`src/rtl/term_pkg.sv`:
```
// Shared types and constants for the terminal byte-stream controller.
package term_pkg;

    typedef enum logic [2:0] {
        ST_IDLE,
        ST_ESC,
        ST_ESC_ROW,
        ST_ESC_COL,
        ST_SETUP,
        ST_STROBE,
        ST_HOLD,
        ST_CLR
    } state_t;

    typedef enum logic [1:0] {
        PH_IDLE,
        PH_SETUP,
        PH_STROBE,
        PH_HOLD
    } phase_t;

    typedef enum logic [1:0] {
        SEQ_NONE,
        SEQ_COL,
        SEQ_FF_COL,
        SEQ_CLR
    } seq_t;

    localparam logic [7:0] CH_BS    = 8'h08;
    localparam logic [7:0] CH_HT    = 8'h09;
    localparam logic [7:0] CH_LF    = 8'h0A;
    localparam logic [7:0] CH_FF    = 8'h0C;
    localparam logic [7:0] CH_CR    = 8'h0D;
    localparam logic [7:0] CH_ESC   = 8'h1B;
    localparam logic [7:0] CH_SPACE = 8'h20;
    localparam logic [7:0] CH_Y     = 8'h59;
    localparam logic [7:0] CH_TILDE = 8'h7E;

    localparam logic [1:0] DT_CHAR = 2'd0;
    localparam logic [1:0] DT_COL  = 2'd1;
    localparam logic [1:0] DT_ROW  = 2'd2;

    localparam int ROWS      = 30;
    localparam int COLS      = 80;
    localparam int CLR_COUNT = 2400;

    localparam logic [7:0]  ROW_MAX  = 8'(ROWS - 1);
    localparam logic [7:0]  COL_MAX  = 8'(COLS - 1);
    localparam logic [11:0] CLR_LAST = 12'(CLR_COUNT);

    // Escape coordinates are biased by 0x20; control bytes map to 0.
    function automatic logic [7:0] esc_pos(
        input logic [7:0] b,
        input logic [7:0] lim
    );
        logic [7:0] v;
        v = (b < CH_SPACE) ? 8'd0 : b - CH_SPACE;
        return (v > lim) ? lim : v;
    endfunction

    function automatic logic is_rx_state(input state_t s);
        return (s == ST_IDLE) || (s == ST_ESC) ||
               (s == ST_ESC_ROW) || (s == ST_ESC_COL);
    endfunction

endpackage

```
`src/rtl/term_strobe.sv`:
```
// Terminal write sequencer: SETUP, STROBE_LEN cycles of STROBE, HOLD.
// data/dtype are latched on start and held until the next start.
module term_strobe
    import term_pkg::*;
#(
    parameter int STROBE_LEN = 4
) (
    input  logic       clk,
    input  logic       reset_n,
    input  logic       start,
    input  logic [7:0] wdata,
    input  logic [1:0] wtype,
    output logic [7:0] data,
    output logic [1:0] dtype,
    output logic       dstrobe,
    output logic       last,
    output logic       done
);

    localparam logic [3:0] CNT_LAST = 4'(STROBE_LEN - 1);

    phase_t     phase_q, phase_d;
    logic [3:0] cnt_q, cnt_d;
    logic [7:0] data_q, data_d;
    logic [1:0] type_q, type_d;

    always_ff @(posedge clk or negedge reset_n) begin
        if (!reset_n) begin
            phase_q <= PH_IDLE;
            cnt_q   <= 4'd0;
            data_q  <= 8'd0;
            type_q  <= 2'd0;
        end else begin
            phase_q <= phase_d;
            cnt_q   <= cnt_d;
            data_q  <= data_d;
            type_q  <= type_d;
        end
    end

    always_comb begin
        phase_d = phase_q;
        cnt_d   = cnt_q;
        data_d  = data_q;
        type_d  = type_q;
        if (start) begin
            phase_d = PH_SETUP;
            cnt_d   = 4'd0;
            data_d  = wdata;
            type_d  = wtype;
        end else begin
            unique case (phase_q)
                PH_SETUP: begin
                    phase_d = PH_STROBE;
                    cnt_d   = 4'd0;
                end
                PH_STROBE: begin
                    if (cnt_q == CNT_LAST) phase_d = PH_HOLD;
                    else cnt_d = cnt_q + 4'd1;
                end
                PH_HOLD: phase_d = PH_IDLE;
                default: ;
            endcase
        end
    end

    // Decoded straight from the phase flop so reset drops dstrobe at once.
    always_comb begin
        data    = data_q;
        dtype   = type_q;
        dstrobe = (phase_q == PH_STROBE);
        last    = (phase_q == PH_STROBE) && (cnt_q == CNT_LAST);
        done    = (phase_q == PH_HOLD);
    end

endmodule

```
`src/rtl/term_ctrl.sv`:
```
// Byte-stream to terminal-write controller with ESC Y cursor addressing.
// Optional: define TERM_TAB_EN to expand HT to the next 8-column stop.
module term_ctrl
    import term_pkg::*;
#(
    parameter int STROBE_LEN = 4
) (
    input  logic       clk,
    input  logic       reset_n,
    input  logic [7:0] rx_data,
    input  logic       rx_valid,
    output logic       rx_ready,
    input  logic [4:0] currow,
    input  logic [6:0] curcol,
    output logic [7:0] data,
    output logic [1:0] dtype,
    output logic       dstrobe,
    output logic       busy
);

    state_t      state_q, state_d;
    seq_t        seq_q, seq_d;
    logic [11:0] cnt_q, cnt_d;
    logic [7:0]  row_q, row_d;
    logic [7:0]  col_q, col_d;
    logic        rx_ready_q, rx_ready_d;

    logic        accept;
    logic        start;
    logic [7:0]  wdata;
    logic [1:0]  wtype;
    logic        str_last;
    logic        str_done;
    logic [7:0]  lf_row;
`ifdef TERM_TAB_EN
    logic [7:0]  tab_col;
`endif

    assign accept = rx_valid && rx_ready_q;
    assign lf_row = (currow == 5'(ROWS - 1)) ? 8'd0
                  : {3'd0, currow + 5'd1};
`ifdef TERM_TAB_EN
    assign tab_col = ({1'b0, curcol | 7'd7} + 8'd1 > COL_MAX) ? COL_MAX
                   : {1'b0, curcol | 7'd7} + 8'd1;
`endif

    always_ff @(posedge clk or negedge reset_n) begin
        if (!reset_n) begin
            state_q    <= ST_IDLE;
            seq_q      <= SEQ_NONE;
            cnt_q      <= 12'd0;
            row_q      <= 8'd0;
            col_q      <= 8'd0;
            rx_ready_q <= 1'b0;
        end else begin
            state_q    <= state_d;
            seq_q      <= seq_d;
            cnt_q      <= cnt_d;
            row_q      <= row_d;
            col_q      <= col_d;
            rx_ready_q <= rx_ready_d;
        end
    end

    always_comb begin
        state_d = state_q;
        seq_d   = seq_q;
        cnt_d   = cnt_q;
        row_d   = row_q;
        col_d   = col_q;
        start   = 1'b0;
        wdata   = 8'd0;
        wtype   = DT_CHAR;
        unique case (state_q)
            ST_IDLE: begin
                if (accept) begin
                    unique case (1'b1)
                        (rx_data >= CH_SPACE) && (rx_data <= CH_TILDE): begin
                            start = 1'b1;
                            wdata = rx_data;
                            wtype = DT_CHAR;
                        end
                        rx_data == CH_CR: begin
                            start = 1'b1;
                            wtype = DT_COL;
                        end
                        rx_data == CH_LF: begin
                            start = 1'b1;
                            wdata = lf_row;
                            wtype = DT_ROW;
                        end
                        rx_data == CH_BS: begin
                            start = (curcol != 7'd0);
                            wdata = {1'b0, curcol - 7'd1};
                            wtype = DT_COL;
                        end
`ifdef TERM_TAB_EN
                        rx_data == CH_HT: begin
                            start = 1'b1;
                            wdata = tab_col;
                            wtype = DT_COL;
                        end
`endif
                        rx_data == CH_FF: begin
                            start = 1'b1;
                            wtype = DT_ROW;
                            seq_d = SEQ_FF_COL;
                            cnt_d = 12'd0;
                        end
                        rx_data == CH_ESC: state_d = ST_ESC;
                        default: ;
                    endcase
                    if (start) state_d = ST_SETUP;
                end
            end
            ST_ESC: begin
                if (accept) begin
                    state_d = (rx_data == CH_Y) ? ST_ESC_ROW : ST_IDLE;
                end
            end
            ST_ESC_ROW: begin
                if (accept) begin
                    row_d   = esc_pos(rx_data, ROW_MAX);
                    state_d = ST_ESC_COL;
                end
            end
            ST_ESC_COL: begin
                if (accept) begin
                    col_d   = esc_pos(rx_data, COL_MAX);
                    start   = 1'b1;
                    wdata   = row_q;
                    wtype   = DT_ROW;
                    seq_d   = SEQ_COL;
                    state_d = ST_SETUP;
                end
            end
            ST_SETUP: state_d = ST_STROBE;
            ST_STROBE: begin
                if (str_last) state_d = ST_HOLD;
            end
            ST_HOLD: begin
                if (str_done) begin
                    unique case (seq_q)
                        SEQ_COL, SEQ_FF_COL: begin
                            start   = 1'b1;
                            wdata   = (seq_q == SEQ_COL) ? col_q : 8'd0;
                            wtype   = DT_COL;
                            seq_d   = (seq_q == SEQ_COL) ? SEQ_NONE : SEQ_CLR;
                            state_d = ST_SETUP;
                        end
                        SEQ_CLR: state_d = ST_CLR;
                        default: state_d = ST_IDLE;
                    endcase
                end
            end
            ST_CLR: begin
                if (cnt_q == CLR_LAST) begin
                    seq_d   = SEQ_NONE;
                    state_d = ST_IDLE;
                end else begin
                    start   = 1'b1;
                    wdata   = CH_SPACE;
                    wtype   = DT_CHAR;
                    cnt_d   = cnt_q + 12'd1;
                    state_d = ST_SETUP;
                end
            end
            default: state_d = ST_IDLE;
        endcase
    end

    // rx_ready is registered so it stays low while reset_n is asserted.
    always_comb begin
        rx_ready_d = is_rx_state(state_d);
        rx_ready   = rx_ready_q;
        busy       = !is_rx_state(state_q);
    end

    term_strobe #(
        .STROBE_LEN(STROBE_LEN)
    ) u_strobe (
        .clk    (clk),
        .reset_n(reset_n),
        .start  (start),
        .wdata  (wdata),
        .wtype  (wtype),
        .data   (data),
        .dtype  (dtype),
        .dstrobe(dstrobe),
        .last   (str_last),
        .done   (str_done)
    );

endmodule

```
`config.mk`:
```
export PLATFORM = sky130hd
export DESIGN_NAME = term_ctrl
export DESIGN_NICKNAME = d
export VERILOG_FILES = /design/src/rtl/term_pkg.sv /design/src/rtl/term_strobe.sv /design/src/rtl/term_ctrl.sv
export SDC_FILE = /design/constraint.sdc
export NUM_CORES = 1
export LEC_CHECK = 0
export BUFFER_PORTS_ARGS = -buffer_cell sky130_fd_sc_hd__buf_2
export CAP_MARGIN = 20
export CORE_UTILIZATION = 54
export DETAILED_ROUTE_END_ITERATION = 10
export PLACE_DENSITY = 0.75
export SLEW_MARGIN = 25
export SYNTH_ARGS = -nofsm -noshare
export SYNTH_HDL_FRONTEND = slang
export SYNTH_SLANG_ARGS = --single-unit
export TNS_END_PERCENT = 10
```
`constraint.sdc`:
```
create_clock -name clk -period 5.6 [get_ports clk]
set_clock_uncertainty 0.1 [all_clocks]
set_input_delay 0.56 -clock clk [delete_from_list [all_inputs] [get_ports clk]]
set_output_delay 0.56 -clock clk [all_outputs]
set_load 0.05 [all_outputs]
```
Word level (Yosys, flattened, before mapping)
Cells that the tools add are included.

Memories kept: 0. ROM bits: 0. Bits in registers: 50. Output and inout bits: 13. Bits in latches: 0. Memory bits (writable): 0.

Shift-type cells: 0. Div/mod/pow operators: 0. Add/sub/neg operators: 5. Muxes and demuxes: 57. Multiply operators: 0. Reduce and logical (&&, ||, !) cells: 27. Bitwise gates (word level): 0. Equality and inequality tests: 34. Magnitude comparators: 5.

Operators by type and width (count): 8-bit 2-to-1 mux (8); 12-bit 2-to-1 mux (3); 8-bit by 4-bit == test with 1-bit output, second input constant (4); 8-bit one-hot mux with 4 select lines (1); 3-bit 2-to-1 mux (9); 2-bit 2-to-1 mux (12); 12-bit one-hot mux with 2 select lines (1); 3-bit one-hot mux with 8 select lines (1); 8-bit one-hot mux with 3 select lines (1); 2-bit inequality test, second input constant (7); 12-bit by 1-bit adder with 12-bit output, second input constant (1); 12-bit == test, second input constant (1); 3-bit by 2-bit == test with 1-bit output, second input constant (4); 3-bit == test, second input constant (4); 2-bit one-hot mux with 3 select lines (2); 1-bit 2-to-1 mux (9); 2-bit == test, second input constant (4); 8-bit by 5-bit == test with 1-bit output, second input constant (1); 8-bit by 7-bit == test with 1-bit output, second input constant (1); 8-bit by 6-bit >= comparator with 1-bit output, second input constant (1); 8-bit by 5-bit greater-than comparator with 1-bit output, second input constant (1); 8-bit by 7-bit greater-than comparator with 1-bit output, second input constant (1); 8-bit by 7-bit <= comparator with 1-bit output, second input constant (1); 8-bit by 6-bit less-than comparator with 1-bit output, second input constant (1); 32 further kinds (49).

Depth between registers and ports, before layout
Gate-level depths: netlist of the first run.

Depth after elaboration: 13. Depth in mapped cells: 9. Depth with buffers taken out: 8.

By module
Synthesis of the first run repeated with hierarchy kept, for this count alone.

Cells, all modules: 351. Area, all modules: 3293.2 µm².

By module, submodules not included: term_ctrl (cells an instance 291, times used 1, area each 2507.4 µm², sequential area each 850.8 µm²); term_strobe (cells an instance 60, times used 1, area each 785.8 µm², sequential area each 400.4 µm²).

Worst setup path after synthesis of the first run
No wires, ideal clock.

Kind: register to register. Start point: reg rx_ready_q, in the netlist rx_ready. End point: reg u_strobe.data_q[5], in the netlist u_strobe.data[5]. Data required time: 5.432 ns. Setup time: 0.068 ns. Data arrival time: 2.372 ns. Cell stages (with the launch flop): 8. Setup slack: 3.060 ns. Path through: dfrtp_1 > nand2_1 > or4_1 > clkbuf_1 > or3_1 > or4_1 > nand3_1 > mux2_1.

Word-level cells in the longest chain between the ends: 3.

Ends and longest elaborated chain: from (decl) (RTL line term_ctrl.sv:26) `logic rx_ready_q, rx_ready_d;`; from (signal assigned) (RTL line term_ctrl.sv:61) `rx_ready_q <= rx_ready_d;`; 1-bit logical AND * (RTL line term_ctrl.sv:39) `assign accept = rx_valid && rx_ready_q;`; 8-bit 2-to-1 mux, or another cell as far along (RTL line term_ctrl.sv:128) `if (accept) begin`; 8-bit one-hot mux with 4 select lines or 1-bit one-hot mux with 4 select lines (tied branches) (RTL line term_ctrl.sv:74) `unique case (state_q)`; to (signal assigned) (RTL line term_strobe.sv:36) `data_q <= data_d;`; to (decl) (RTL line term_strobe.sv:24) `logic [7:0] data_q, data_d;`.

Every way passes the cells marked *; elsewhere a longest branch is shown, timed or not. A chain may end at the register's enable or synchronous reset.

Final worst setup path of the first run
Start point: in rx_data[7]. End point: reg seq_q[0].

Word-level cells in the longest chain between the ends: 3.

Ends and longest elaborated chain: from (decl) (RTL line term_ctrl.sv:10) `input logic [7:0] rx_data,`; 8-bit by 4-bit == test with 1-bit output (RTL line term_ctrl.sv:104) `rx_data == CH_FF: begin`; 2-bit inequality test (no source line); 7-bit AND reduction (no source line); to (signal assigned) (RTL line term_ctrl.sv:57) `seq_q <= seq_d;`; to (decl) (RTL line term_ctrl.sv:22) `seq_t seq_q, seq_d;`.

No other way between the ends.

==> metrics.cfg, run 1 <==
[route]
wl_per_cell_um=15.8
drtPass1Iterations=5
num_vias=2600
post_drt_via_cell_ratio=5.87
drtIter0Drc=193
ant_nets=0
drc=0
wl_um=6990

[clock_tree]
cts-root-buf=clkbuf_8
ctsHtreeMaxLevel=2
clk_latency_ps=310
cts_buffers=5
clk_pin_slew_ps=90
cts_tree=yes
cts_resized=0
cts_setup_buffers=0
cts_buffer_depth=2
cts_sinks=50
cts_hold_buf=0

[setup_path]
crit_chain=buf_2 -> or3_1 -> or3_4 -> nor3_1 -> and3_1 -> o21ai_0 -> mux2i_1
worstPathArrival_ps=2850
worst_setup_path_startpoint=rx_data[7]
reg2reg_depth=5
startpoint_type=input port
path_buf_inv=1
cp.depth=7
cpMaxStageDelayCell=or3_1
r2r_end=seq_q[0]
regToRegStartpoint=state_q[2]
path_max_fanout=12
critPathMaxStageDelay_ps=540
r2r_slack_ps=2920
cp_top_family=simple AND/OR/NAND/NOR gates
critPathCapture=seq_q[0]
crit_required_ps=5680
crit_type=input port to flip-flop
end_kind=flip-flop

[logic_synthesis]
synthXorXnorAreaFrac=0.0616
synth_area_leader_cell=dfrtp_1
synth_mux_area_frac=0.0452
synth_top_family_by_area=simple AND/OR/NAND/NOR gates
ys_seq_elements=50
yosysMostFrequentCell=dfrtp_1
synth_area_leaders=dfrtp_1, ha_1, nor2_1, xor2_1, a21oi_1
synth_commonest_cells=dfrtp_1, nor2_1, a21oi_1
synth-compound-area-share=0.161
synthCells=346
synth_edf_count=0
yosysTopAreaCellShare=0.400
avgSynthCellArea_sq_um=9.03
ys.flop_type=dfrtp_1
synth.distinct_cells=47
synth-simple-area-share=0.226
ys_warn_count=0
synth.cell_area_sq_um=3130
syn_nets=384
seq_area_frac_synth=0.400
synthAdderAreaFrac=0.0600
async_flop_share=1.00

[floorplan]
row_count=27
die_y_um=78.1
ioPinCount=36
die_w_um=78.1
initial_core_util=0.564
dieArea_sq_um=6100
core-area_sq_um=5540

[global_route]
grt_pass1_wl_um=11800
antenna_found_initial=0
grt_use_total=0.248
grt-ovfl-total=0
grt_pass1_vias=2474
grt_max_degree=51

[min_path]
hp-class=input port to asynchronous set/reset pin

[sta]
setup_tns_ps=0
setup_viol=0
final.min_clock_period_ps=2760
slew_violations=0
fmax_mhz=362
rsz0062_at_grt=no
worst_pin_slew_ps=789
report.final.hold_viol_count=0
slew-limit-headroom=0.474
period_share=0.494

[final_layout]
fin_nets=408
areaGrowthSynthToFinish_pct=10.1
drive_gt1_frac=0.146
fillers=484
instances_no_fill=443
antenna-diode-count=0

[placement]
place.gp.congestion=0.843
dp.cells=435
place_hpwl_um=5120
port_buffers=35

[power]
ir_worst_vdd_uv=146
p_leak_nw=1.67
power_per_cell_area_nw_per_um2=192

[status]
status=complete, no violations

[flow_run]
cap_viol_max_count=0

layer usage:
metal	up-vias	part of all wire	track usage
met1	1239	0.49	0.351
met4	0	0.012	0.0852
met5	-	0	0
met3	10	0.035	0.0488
met2	60	0.47	0.380
li1	1291	-	-
final cells by class:
class                      instances  area [sq um]  area share
clock buffer                       7          76.3      0.0222
clock inverter                     1          30.0     0.00873
inverter                          20          75.1      0.0218
multi-input combinational        258          1740       0.506
sequential                        50          1250       0.364
tap                               72          90.1      0.0262
timing repair buffer              35           178      0.0516
metrics by stage:
step / cell area [sq um] / setup slack (ps) / hold slack (ps) / total power, mW / utilization
final: 3440 / 2840 / 168 / 0.662 / 0.621
after global routing: 3440 / 2640 / 223 / 0.689 / 0.621
after CTS: 3430 / 2820 / 192 / 0.668 / 0.619
after detailed placement: 3320 / 2490 / 372 / 0.421 / 0.600
after global placement: 3320 / 2560 / 354 / 0.420 / 0.600
after floorplan: 3130 / 3060 / 164 / 0.395 / -
report_power, final:
part           switching, mW  leakage [nW]  total (mW)  internal (mW)
Sequential                 0         0.664       0.361          0.361
Combinational         0.0354         0.950      0.0528         0.0174
Clock                  0.114        0.0524       0.248          0.134
Total                  0.150          1.67       0.662          0.512
registers in the layout, summed over array words and instances, names as in the netlist, named ones only:
register	count
u_strobe.phase_q	2
state_q	1
u_strobe.data	8
row_q	8
cnt_q	12
u_strobe.dtype	2
col_q	8
rx_ready	1
seq_q	2
u_strobe.cnt_q	4
placed cells by master, fill, tap and decap left out, types with 2 or more instances in the layout:
cell type and count:
mux2_2 8, inv_1 20, nor2_1 36, nand3_1 13, ha_1 15, nand4_1 14
mux2i_1 4, o22ai_1 3, and3_1 5, nor3_1 5, a31oi_1 5, o21a_1 3
nor4_1 4, nand3b_1 2, or3_1 4, buf_2 34, a221o_1 6, a22o_1 9
nand2b_1 4, nor4b_1 2, nand2_1 17, nor3b_1 4, dfrtp_1 50, and2_1 2
nor2b_1 10, a21oi_1 22, o21ai_0 13, clkbuf_8 5, a21o_1 3, or4_1 5
xnor2_1 9, a221oi_1 2, xor2_1 13, clkbuf_1 2, o211ai_1 2
worst min-delay path by stage:
stage,from,end,slack (ps),depth (start not counted)
2_1_floorplan,reset_n,asynchronous set/reset pin,160,0
3_3_place_gp,col_q[4],col_q[4],350,2
3_5_place_dp,col_q[7],col_q[7],370,1
4_1_cts,reset_n,u_strobe.phase_q[0],190,1
5_1_grt,reset_n,u_strobe.cnt_q[2],220,1
6_report,reset_n,u_strobe.phase_q[0],170,1
logic make-up (layout without fill, tap and decap cells):
group	after synthesis	after routing
simple gates	133	133
compound gates	75	75
flops	50	50
buf+inv	38	63
xor+xnor	22	22
fa+ha+maj	15	15
mux	13	13
worst register-to-register path, delay by kind of cell (launching register included):
kind | cells | cell delay [ps]
mux | 1 | 160
compound gates | 1 | 260
simple gates | 3 | 1450
flops | 1 | 590
Power figures use the tool's default switching activity.
==> run 2, diff against run 1 <==
==> constraint.sdc (replaced) <==
create_clock -name clk -period 2.69 [get_ports clk]
set_clock_uncertainty 0.1 [all_clocks]
set_input_delay 0.269 -clock clk [delete_from_list [all_inputs] [get_ports clk]]
set_output_delay 0.269 -clock clk [all_outputs]
set_load 0.05 [all_outputs]
==> run 2 against run 1 <==
- core utilization up 2.5 points
- sequential share of layout area shrank 1.4 points
- total power increased by 110%
- first-iteration DRC count up 23%
- wire length increased by 4.2%
- worst setup slack got worse by 2600 ps
- clock-buffer cell count unchanged
- flip-flop and latch count is the same
- via count increased by 6.3%
- combinational power is 130% higher
- highest routed layer unchanged
- worst hold slack better by 13 ps
- non-clock buffer count up 20
==> metrics.cfg, run 2 (synthesis results as in run 1) <==
[status]
status=complete, no violations

[power]
ir_worst_vdd_uv=280
p_leak_nw=1.76
power_per_cell_area_nw_per_um2=392

[global_route]
grt_pass1_vias=2581
grt_pass1_wl_um=12200
grt_use_total=0.256
grt-ovfl-total=0
grt_max_degree=23
antenna_found_initial=0

[floorplan]
die_w_um=78.1
dieArea_sq_um=6100
row_count=27
ioPinCount=36
initial_core_util=0.564
die_y_um=78.1
core-area_sq_um=5540

[clock_tree]
clk_pin_slew_ps=90
cts_tree=yes
cts_buffers=5
cts_resized=0
cts_buffer_depth=2
cts_sinks=50
cts-root-buf=clkbuf_8
ctsHtreeMaxLevel=2
cts_setup_buffers=0
clk_latency_ps=310

[placement]
dp.cells=454
place.gp.congestion=0.960
post-place-ws_ps=226
place_hpwl_um=5360
port_buffers=35

[final_layout]
seq_area_sq_um=1250
fin_util=0.646
largest_reg_flops=12
instances_no_fill=463
areaGrowthSynthToFinish_pct=14.6
multi_input_area_sq_um=1730
layout_commonest_cell=dfrtp_1
layout_common_cells=dfrtp_1, nor2_1, buf_2, a21oi_1, inv_1
drive_gt1_frac=0.182
fin_nets=428
regMostFlops=cnt_q
fillers=477
antenna-diode-count=0

[min_path]
hp-class=input port to flip-flop

[route]
drtIter0Drc=238
ant_nets=0
num_vias=2763
drc=0
drtPass1Iterations=5
wl_per_cell_um=15.7
wl_um=7290
post_drt_via_cell_ratio=5.97

[setup_path]
critPathMaxStageDelay_ps=590
crit_type=flip-flop to flip-flop
crit_top_cell=nand3_1
cp_top_family=simple AND/OR/NAND/NOR gates
path_max_fanout=16
crit_required_ps=2790
startpoint_type=flip-flop
path_buf_inv=0
worstPathArrival_ps=2530
cpMaxStageDelayCell=a21oi_2
crit_chain=nor4b_1 -> nand3_1 -> nand4_1 -> nand3_1 -> a21oi_2 -> mux2_2
end_kind=flip-flop

[sta]
slew-limit-headroom=0.483
fin_ws_ps=258
period_share=0.904
report.final.hold_viol_count=0
setup_viol=0
slew_violations=0
fmax_mhz=411
final.min_clock_period_ps=2430
holdWs_ps=181
setup_tns_ps=0
worst_pin_slew_ps=775
rsz0062_at_grt=no

[flow_run]
cap_viol_max_count=0

## run 2: cell count changes in the layout (fill, tap and decap cells not counted), sizes merged
cell         delta
buf            +19
dlygate4sd3     +1
## run 2: metal layers
| layer | vias to the layer above | GRT usage | wire (um) |
|---|---|---|---|
| met1 | 1333 | 0.371 | 3570 |
| met5 | - | 0 | 0 |
| li1 | 1333 | - | - |
| met2 | 89 | 0.385 | 3200 |
| met3 | 8 | 0.0535 | 436 |
| met4 | 0 | 0.0704 | 83 |
## run 2: final cells by class
| type | instances | share of cell area |
|---|---|---|
| Clock buffer | 7 | 0.0213 |
| Sequential cell | 50 | 0.349 |
| Inverter | 20 | 0.0210 |
| Tap cell | 72 | 0.0252 |
| Multi-Input combinational cell | 258 | 0.483 |
| Clock inverter | 1 | 0.00839 |
| Timing Repair Buffer | 55 | 0.0915 |
## run 2: power by group
group / internal, mW / switching, mW
combinational: 0.0436 / 0.0771
sequential: 0.751 / 0
clock: 0.279 / 0.255
## run 2: worst paths after layout
path	startpoint	endpoint	slack [ps]	cells past startpoint
worst max-delay path	cnt_q[7]	u_strobe.data[1]	260	6
min in group asynchronous	reset_n	u_strobe.cnt_q[2]	290	2
worst max register to register	cnt_q[7]	u_strobe.data[1]	260	6
max in group asynchronous	reset_n	row_q[1]	1580	3
worst min register to register	col_q[4]	col_q[4]	370	2
worst min-delay path	rx_data[3]	row_q[3]	180	3
## run 2: what timing repair did
item / 4_1_cts / 5_1_grt
hold endpoints to repair: 14 / 0
hold buffers: 1 / 0
setup endpoints to repair: 0 / 0
## run 2: worst register-to-register path: stages, from the launching register on
cell	delay, ps
dfrtp_1	430
nor4b_1	370
nand3_1	150
nand4_1	160
nand3_1	110
a21oi_2	590
mux2_2	420
## run 2: stage by stage
stage,power (mW),instance area (sq um)
finish,1.40,3580
global placement,0.882,3460
global route,1.45,3580
detailed placement,0.884,3460
CTS,1.41,3580
floorplan,0.822,3130
==> run 3, diff against run 2 <==
--- a/config.mk
+++ b/config.mk
@@ -7,9 +7,9 @@
 export LEC_CHECK = 0
 export BUFFER_PORTS_ARGS = -buffer_cell sky130_fd_sc_hd__buf_2
 export CAP_MARGIN = 20
-export CORE_UTILIZATION = 54
+export CORE_UTILIZATION = 59
 export DETAILED_ROUTE_END_ITERATION = 10
-export PLACE_DENSITY = 0.75
+export PLACE_DENSITY = 0.8
 export SLEW_MARGIN = 25
 export SYNTH_ARGS = -nofsm -noshare
 export SYNTH_HDL_FRONTEND = slang
==> run 3 against run 2 <==
- via count rose by 1.3%
- core utilization rose by 5.2 points
- wire length rose by 1.4%
- die area fell by 8.3%
==> metrics.cfg, run 3 (synthesis results as in run 1) <==
[global_route]
grt_use_total=0.274
grt_pass1_vias=2427
grt-ovfl-total=0
grt_pass1_wl_um=11600
antenna_found_initial=0
grt_max_degree=32

[clock_tree]
clk_pin_slew_ps=90
cts_setup_buffers=0
cts_buffer_depth=2
cts_buffers=5
cts_tree=yes
clk_latency_ps=300
cts-root-buf=clkbuf_8
ctsHtreeMaxLevel=2
cts_sinks=50

[floorplan]
initial_core_util=0.612
dieArea_sq_um=5590
die_y_um=74.8
core-area_sq_um=5110
ioPinCount=36
die_w_um=74.8
row_count=26

[setup_path]
worstPathArrival_ps=2560
end_kind=flip-flop
startpoint_type=flip-flop
crit_type=flip-flop to flip-flop
crit_required_ps=2790
path_max_fanout=16

[final_layout]
fin_util=0.698
areaGrowthSynthToFinish_pct=14.1
layout_common_cells=dfrtp_1, nor2_1, buf_2, a21oi_1, inv_1
antenna-diode-count=0
drive_gt1_frac=0.183
regMostFlops=cnt_q
largest_reg_flops=12
layout_commonest_cell=dfrtp_1
fin_nets=426
final_area_sq_um=3570

[power]
power_per_cell_area_nw_per_um2=391
p_leak_nw=1.75
ir_worst_vdd_uv=399
power_mw=1.39

[placement]
port_buffers=35
post-place-ws_ps=204
place.gp.congestion=0.935
place_hpwl_um=5400
placedInstanceArea_sq_um=3450

[route]
ant_nets=0
wl_per_cell_um=16.1
drc=0
num_vias=2798
drtPass1Iterations=7
post_drt_via_cell_ratio=6.10
drtIter0Drc=285
wl_um=7390

[sta]
slew-limit-headroom=0.480
period_share=0.916
final.min_clock_period_ps=2470
setup_viol=0
rsz0062_at_grt=no
slew_violations=0
setup_tns_ps=0
fin_ws_ps=225
report.final.hold_viol_count=0
fmax_mhz=406
worst_pin_slew_ps=772

[status]
status=complete, no violations

[min_path]
hp-class=input port to flip-flop

[flow_run]
cap_viol_max_count=0

[run 3: changes by cell type in the layout (fill, tap and decap cells not counted), sizes merged]
cell	delta
clkbuf	-2
buf	-2
clkinv	+2
[run 3: worst max-delay path, cell delays in order, from the launching register on]
cell     delay [ps]
dfrtp_1         440
nor4b_1         380
nand3_1         160
nand4_1         140
nand3_1         120
a21oi_2         600
mux2_2          410
[run 3: area by class of cell]
type | instances | area, sq um
Clock buffer | 5 | 68.8
Clock inverter | 3 | 40.0
Sequential cell | 50 | 1250
Inverter | 20 | 75.1
Tap cell | 70 | 87.6
Multi-Input combinational cell | 258 | 1730
Timing Repair Buffer | 53 | 313
Fill cell | 426 | 1540
[run 3: stage by stage]
step	hold slack, ps	std cells
after floorplan	-127	346
after global placement	133	450
after detailed placement	147	450
after CTS	202	459
after global routing	219	459
final	217	459
[run 3: worst paths after layout]
path                                    end       start  slack (ps)  cells after the start
min reg2reg                        col_q[4]    col_q[4]         390                      2
max reg2reg                u_strobe.data[2]    cnt_q[7]         220                      6
min in group asynchronous  u_strobe.data[1]     reset_n         360                      2
min                                row_q[4]  rx_data[4]         220                      3
max in group asynchronous          row_q[1]     reset_n        1350                      3
max                        u_strobe.data[2]    cnt_q[7]         220                      6
[run 3: layer usage]
| layer | wire length [um] | vias to the layer above | share of wire | global-route usage |
|---|---|---|---|---|
| met4 | 107 | 0 | 0.014 | 0.0755 |
| met2 | 3410 | 108 | 0.46 | 0.410 |
| met1 | 3370 | 1350 | 0.46 | 0.394 |
| li1 | - | 1327 | - | - |
| met3 | 498 | 13 | 0.067 | 0.0710 |
| met5 | 0 | - | 0 | 0 |
[run 3: timing repair]
action	CTS	global route
hold endpoints to repair	19	0
hold buffers	1	0
resized for setup	0	0
[run 3: report_power, final]
| part | internal, mW | switching [mW] |
|---|---|---|
| registers | 0.751 | 0 |
| logic | 0.0396 | 0.0784 |
| clock network | 0.274 | 0.251 |
| total | 1.06 | 0.329 |
